$ cat config.mk
export PLATFORM = sky130hd
export DESIGN_NAME = fetch_fd_stage
export DESIGN_NICKNAME = d
export VERILOG_FILES = /design/src/rtl/fetch_fd_stage.sv
export SDC_FILE = /design/constraint.sdc
export NUM_CORES = 1
export LEC_CHECK = 0
export CAP_MARGIN = 10
export CORE_MARGIN = 2
export CORE_UTILIZATION = 35
export CTS_CLUSTER_SIZE = 25
export DETAILED_ROUTE_END_ITERATION = 7
export GPL_TIMING_DRIVEN = 0
export SLEW_MARGIN = 20
export SYNTH_ARGS = -nofsm -noshare
export SYNTH_HDL_FRONTEND = slang
export SYNTH_SLANG_ARGS = --single-unit
export TNS_END_PERCENT = 1
$ cat constraint.sdc
create_clock -name clk -period 2.61 [get_ports clk]
set_input_delay 0.3915 -clock clk [delete_from_list [all_inputs] [get_ports clk]]
set_output_delay 0.3915 -clock clk [all_outputs]
set_load 0.01 [all_outputs]
$ cat src/rtl/fetch_fd_stage.sv
// Fetch stage and FD pipeline register: owns the PC, runs the instruction-memory
// handshake, and applies stall, redirect and halt rules to the FD register.
module fetch_fd_stage #(
  parameter logic [15:0] RESET_PC  = 16'h0000,
  parameter logic [15:0] NOP_INSTR = 16'h0800
) (
  input  logic        clk,
  input  logic        rst,
  input  logic        stall,
  input  logic        redirect,
  input  logic [15:0] redirect_pc,
  output logic        imem_rd,
  output logic [15:0] imem_addr,
  input  logic [15:0] imem_data,
  input  logic        imem_done,
  output logic [15:0] pc,
  output logic [15:0] FD_instr,
  output logic [15:0] FD_pc_inc,
  output logic        FD_valid,
  output logic        fetch_halted
);

  typedef enum logic [1:0] {StFetch, StWait, StDiscard, StHalted} state_e;

  state_e      state_q, state_d;
  logic [15:0] pc_q, pc_d;
  logic [15:0] fd_instr_q, fd_instr_d;
  logic [15:0] fd_pc_inc_q, fd_pc_inc_d;
  logic        fd_valid_q, fd_valid_d;
  logic        skid_valid_q, skid_valid_d;
  logic [15:0] skid_instr_q, skid_instr_d;
  logic [15:0] skid_pc_inc_q, skid_pc_inc_d;
  logic [15:0] target_q, target_d;

  logic [15:0] pc_plus2;
  logic        capture;
  logic        is_halt;

  assign pc_plus2 = pc_q + 16'd2;
  assign is_halt  = (imem_data[15:11] == 5'b00000);

  always_comb begin
    state_d       = state_q;
    pc_d          = pc_q;
    fd_instr_d    = fd_instr_q;
    fd_pc_inc_d   = fd_pc_inc_q;
    fd_valid_d    = fd_valid_q;
    skid_valid_d  = skid_valid_q;
    skid_instr_d  = skid_instr_q;
    skid_pc_inc_d = skid_pc_inc_q;
    target_d      = target_q;
    imem_rd       = 1'b0;
    imem_addr     = pc_q;
    capture       = 1'b0;

    unique case (state_q)
      StFetch: begin
        // No request is opened in a redirect cycle, so a flush never orphans a miss.
        imem_rd = !stall && !skid_valid_q && !redirect;
        capture = imem_rd && imem_done;
        if (imem_rd && !imem_done) begin
          state_d = StWait;
        end
      end
      StWait: begin
        imem_rd = 1'b1;
        capture = imem_done;
        if (imem_done) begin
          state_d = StFetch;
        end
      end
      StDiscard: begin
        imem_rd = 1'b1;
        if (imem_done) begin
          state_d = StFetch;
          pc_d    = target_q;
        end
      end
      StHalted: begin
        imem_rd = 1'b0;
      end
      default: begin
        state_d = StFetch;
      end
    endcase

    if (capture) begin
      pc_d = pc_plus2;
      if (is_halt) begin
        state_d = StHalted;
      end
      if (stall) begin
        skid_valid_d  = 1'b1;
        skid_instr_d  = imem_data;
        skid_pc_inc_d = pc_plus2;
      end else begin
        fd_instr_d  = imem_data;
        fd_pc_inc_d = pc_plus2;
        fd_valid_d  = 1'b1;
      end
    end else if (!stall) begin
      if (skid_valid_q) begin
        fd_instr_d   = skid_instr_q;
        fd_pc_inc_d  = skid_pc_inc_q;
        fd_valid_d   = 1'b1;
        skid_valid_d = 1'b0;
      end else begin
        fd_instr_d = NOP_INSTR;
        fd_valid_d = 1'b0;
      end
    end

    if (redirect) begin
      fd_instr_d   = NOP_INSTR;
      fd_pc_inc_d  = fd_pc_inc_q;
      fd_valid_d   = 1'b0;
      skid_valid_d = 1'b0;
      // An outstanding miss must still complete; park the target until it does.
      if ((state_q == StWait || state_q == StDiscard) && !imem_done) begin
        state_d  = StDiscard;
        target_d = redirect_pc;
        pc_d     = pc_q;
      end else begin
        state_d = StFetch;
        pc_d    = redirect_pc;
      end
    end

    if (rst) begin
      imem_rd = 1'b0;
    end
  end

  always_ff @(posedge clk) begin
    if (rst) begin
      state_q       <= StFetch;
      pc_q          <= RESET_PC;
      fd_instr_q    <= NOP_INSTR;
      fd_pc_inc_q   <= 16'h0000;
      fd_valid_q    <= 1'b0;
      skid_valid_q  <= 1'b0;
      skid_instr_q  <= NOP_INSTR;
      skid_pc_inc_q <= 16'h0000;
      target_q      <= RESET_PC;
    end else begin
      state_q       <= state_d;
      pc_q          <= pc_d;
      fd_instr_q    <= fd_instr_d;
      fd_pc_inc_q   <= fd_pc_inc_d;
      fd_valid_q    <= fd_valid_d;
      skid_valid_q  <= skid_valid_d;
      skid_instr_q  <= skid_instr_d;
      skid_pc_inc_q <= skid_pc_inc_d;
      target_q      <= target_d;
    end
  end

  assign pc           = pc_q;
  assign FD_instr     = fd_instr_q;
  assign FD_pc_inc    = fd_pc_inc_q;
  assign FD_valid     = fd_valid_q;
  assign fetch_halted = (state_q == StHalted);

endmodule

==> metrics <==
outcome=finished, final reports clean; Max Root-Sink Buffers=2; remaining global-route overflow=0; dpl cell area=6052 µm²; post-synthesis area per instance=8.312 µm²; worst r2r src=state_q[0]$_SDFF_PP0_; RSZ-0062 raised after global routing=yes; antenna viol nets, final=0; yosys warns=0; ys async rst share=0%; Hold Fails Final Rpt=0; hold path start=target_q[9]$_SDFFE_PP0N_; CP dominant cell by count=buf_4; row count=42; H-tree depth=3; cell count of the worst hold path=2; Crit. End Element=flip-flop; post-synthesis mux area share=4.983%; overall die area=14730 µm²; leakage power=2.156 nW; Starting Density=36.12%; reg2reg end=skid_instr_q[5]$_SDFFE_PP0P_; post-synthesis adder-cell area fraction=1.557%; Comb pwr share=18.1%; P_int=2.703 mW; Synth Instances=580; Worst IR Drop VDD=0.5546 mV; final core utilization=48.14%; Crit path required time=2.84 ns; n_diodes=0; cells along the critical path=clkdlybuf4s50_1 > buf_4 > nor4b_4 > o21ai_2 > inv_2 > buf_4 > ha_4 > buf_4 > mux2i_1 > nor2_1; first-pass GRT wire length=25230 µm; TritonCTS clock tree=yes; # setup viols final=0; Clock Power Share=37.3%; DRT Pass-1 Iters=5; CP max stage delay=0.48 ns; main combinational cell family by area after synthesis=compound AO/OA/AOI/OAI gates; hpwl dp=11750 µm; measured slew at the worst slew-check pin=0.6603 ns; Yosys cell types=55; pin count of the biggest net entering global routing=16; Max-slew headroom=54.84%; clock sinks=100; post-route design area=6426 µm²; Via density=5.539; GRT Total Usage=22.23%; sequential element share of the synthesized area=41.53%; number of CTS-inserted buffers=9; Remaining DRCs=0; commonest non-fill, non-tap cells in the layout=100 x dfxtp_1, 100 x clkdlybuf4s50_1, 79 x nand2_1, 50 x nor2_1, 39 x o21ai_0; Crit Path Max Fanout=10; Worst-path clk slew=0.07 ns; input/output buffers=101; WS Path Type=in2reg; Peak Freq=408.4 MHz; vias in the first global route=4769; initial DRC count=433; Hold Path Class=reg2reg; xor-xnor portion of the synthesized cell area=1.817%; Worst path slowest cell=clkdlybuf4s50_1; DRT Wirelength=16110 µm; Synth Area in Compound Gates=21.96%; crit path DAT=2.68 ns; hold_buf cts=0; Top FF cell, synth=dfxtp_1; Vert. Die Dim=121.4 µm; Yosys reg bits=100; Mapped Nets=623; antenna violations before repair=0; Ports=104; Post-synth EDFFs=0; final setup margin=0.1611 ns; global placer's final weighted congestion=0.8915; total negative slack=0 ns; total number of vias=4847; total power draw=3.732 mW; Clock Latency Late Sink=0.36 ns; fraction of layout cells with a size suffix above 1=9.728%; max cap viols=0; Flop pwr share=44.6%; crit path time final=2.449 ns; CORE AREA=13350 µm²; Sw Pwr=1.029 mW; Worst setup SP type=primary input; CTS root buf=clkbuf_16; fin. max-slew vios=0; final worst path period share=93.83%; Synth Cell Area=4821 µm²; nets=737; pre-CTS setup slack=-1.073 ns; worst reg2reg path depth=10; simple-gate share of the synthesized area=20.27%; clk_skew=0.005253 ns; hold endpoint=target_q[9]$_SDFFE_PP0N_; filler cell count=1357; Synth-to-Final Area Change=33.30%; drt wl/cell=18.41 µm; Sw Share=27.58%; PwrDens=580.7 nW/µm²; die width=121.4 µm; setup slack, reg-to-reg=0.30 ns
==> state kept, by name (all words and copies together), names as in the netlist <==
signal / count
FD_pc_inc: 16
target_q: 16
FD_valid: 1
skid_pc_inc_q: 16
imem_addr: 16
skid_valid_q: 1
skid_instr_q: 16
state_q: 2
FD_instr: 16
==> stage by stage <==
step,cells,hold WS (ns)
floorplan,580,0.4311
global placement,857,0.4426
detailed placement,857,0.4494
CTS,874,0.4606
global route,875,0.4837
finish,875,0.4594
==> synthesized netlist by cell type, types with 4 or more instances <==
cell	instances	area, µm²
nand4_1	5	31.28
ha_1	6	75.07
nand3_1	33	165.2
nor3_1	13	65.06
xnor2_1	10	87.58
o21ai_0	39	195.2
a311oi_1	4	35.03
dfxtp_1	100	2002
clkbuf_1	26	97.59
o211ai_1	4	30.03
nor4_1	4	25.02
o21a_1	7	52.55
buf_2	7	35.03
a21oi_1	29	145.1
a211oi_1	15	112.6
mux2i_1	24	240.2
buf_4	20	150.1
a31oi_1	22	137.6
a2111oi_0	5	43.79
inv_1	15	56.30
nor2_1	51	191.4
o221ai_1	9	78.83
nand2_1	79	296.5
nor2b_1	6	37.54
==> power by group through the flow <==
stage | registers [mW] | clock network, mW | logic (mW)
2_1_floorplan | 1.69 | 0 | 0.336
3_3_place_gp | 1.70 | 0 | 0.649
3_5_place_dp | 1.70 | 0 | 0.658
4_1_cts | 1.66 | 1.41 | 0.669
5_1_grt | 1.67 | 1.47 | 0.726
6_report | 1.67 | 1.39 | 0.674
==> critical path: cells and delay by family <==
family,cells,cell delay (ns)
adders and majority gates,1,0.21
muxes,1,0.21
buffers and inverters,5,1.27
and+or+nand+nor,2,0.40
AOI/OAI and AO/OA,1,0.17
==> cells by family (layout without fill, tap and decap cells) <==
| group | count (synthesis) | in the layout |
|---|---|---|
| fa+ha+maj | 6 | 6 |
| simple gates | 206 | 206 |
| flops | 100 | 100 |
| compound gates | 159 | 159 |
| xor+xnor | 10 | 10 |
| mux | 24 | 24 |
| buf+inv | 75 | 194 |
==> area by class of cell <==
cell class / count / area (µm²) / area share [%]
multi-input combinational: 405 / 2466 / 38.38
clock inverter: 4 / 47.55 / 0.7399
clock buffer: 12 / 256.5 / 3.991
sequential: 100 / 2002 / 31.15
buffer: 57 / 334.1 / 5.199
tap: 176 / 220.2 / 3.427
timing repair buffer: 104 / 1036 / 16.12
inverter: 17 / 63.81 / 0.9930
==> worst max path at each step <==
stage / start / endpoint / slack [ns] / depth (start not counted)
after floorplan: state_q[0]$_SDFF_PP0_ / skid_instr_q[0]$_SDFFE_PP0P_ / 0.11 / 11
after global placement: stall / skid_pc_inc_q[8]$_SDFFE_PP0P_ / -1.02 / 11
after detailed placement: stall / skid_pc_inc_q[8]$_SDFFE_PP0P_ / -1.07 / 11
after CTS: stall / imem_rd / 0.03 / 7
after global routing: stall / skid_pc_inc_q[2]$_SDFFE_PP0P_ / -0.03 / 10
final: stall / skid_instr_q[5]$_SDFFE_PP0P_ / 0.16 / 10
==> routing by layer <==
layer	track usage [%]	vias up	wire length, µm
met1	28.16	2312	6930
li1	-	2297	-
met3	6.767	23	1370
met2	36.52	215	7560
met4	6.322	0	248
met5	0	-	0
==> timing repair <==
| item | in CTS | in global routing |
|---|---|---|
| setup buffers | 2 | 1 |
| endpoints found under the setup margin | 33 | 35 |
| pin swaps | 1 | 1 |
| resized for setup | 11 | 5 |
Power figures use the tool's default switching activity.
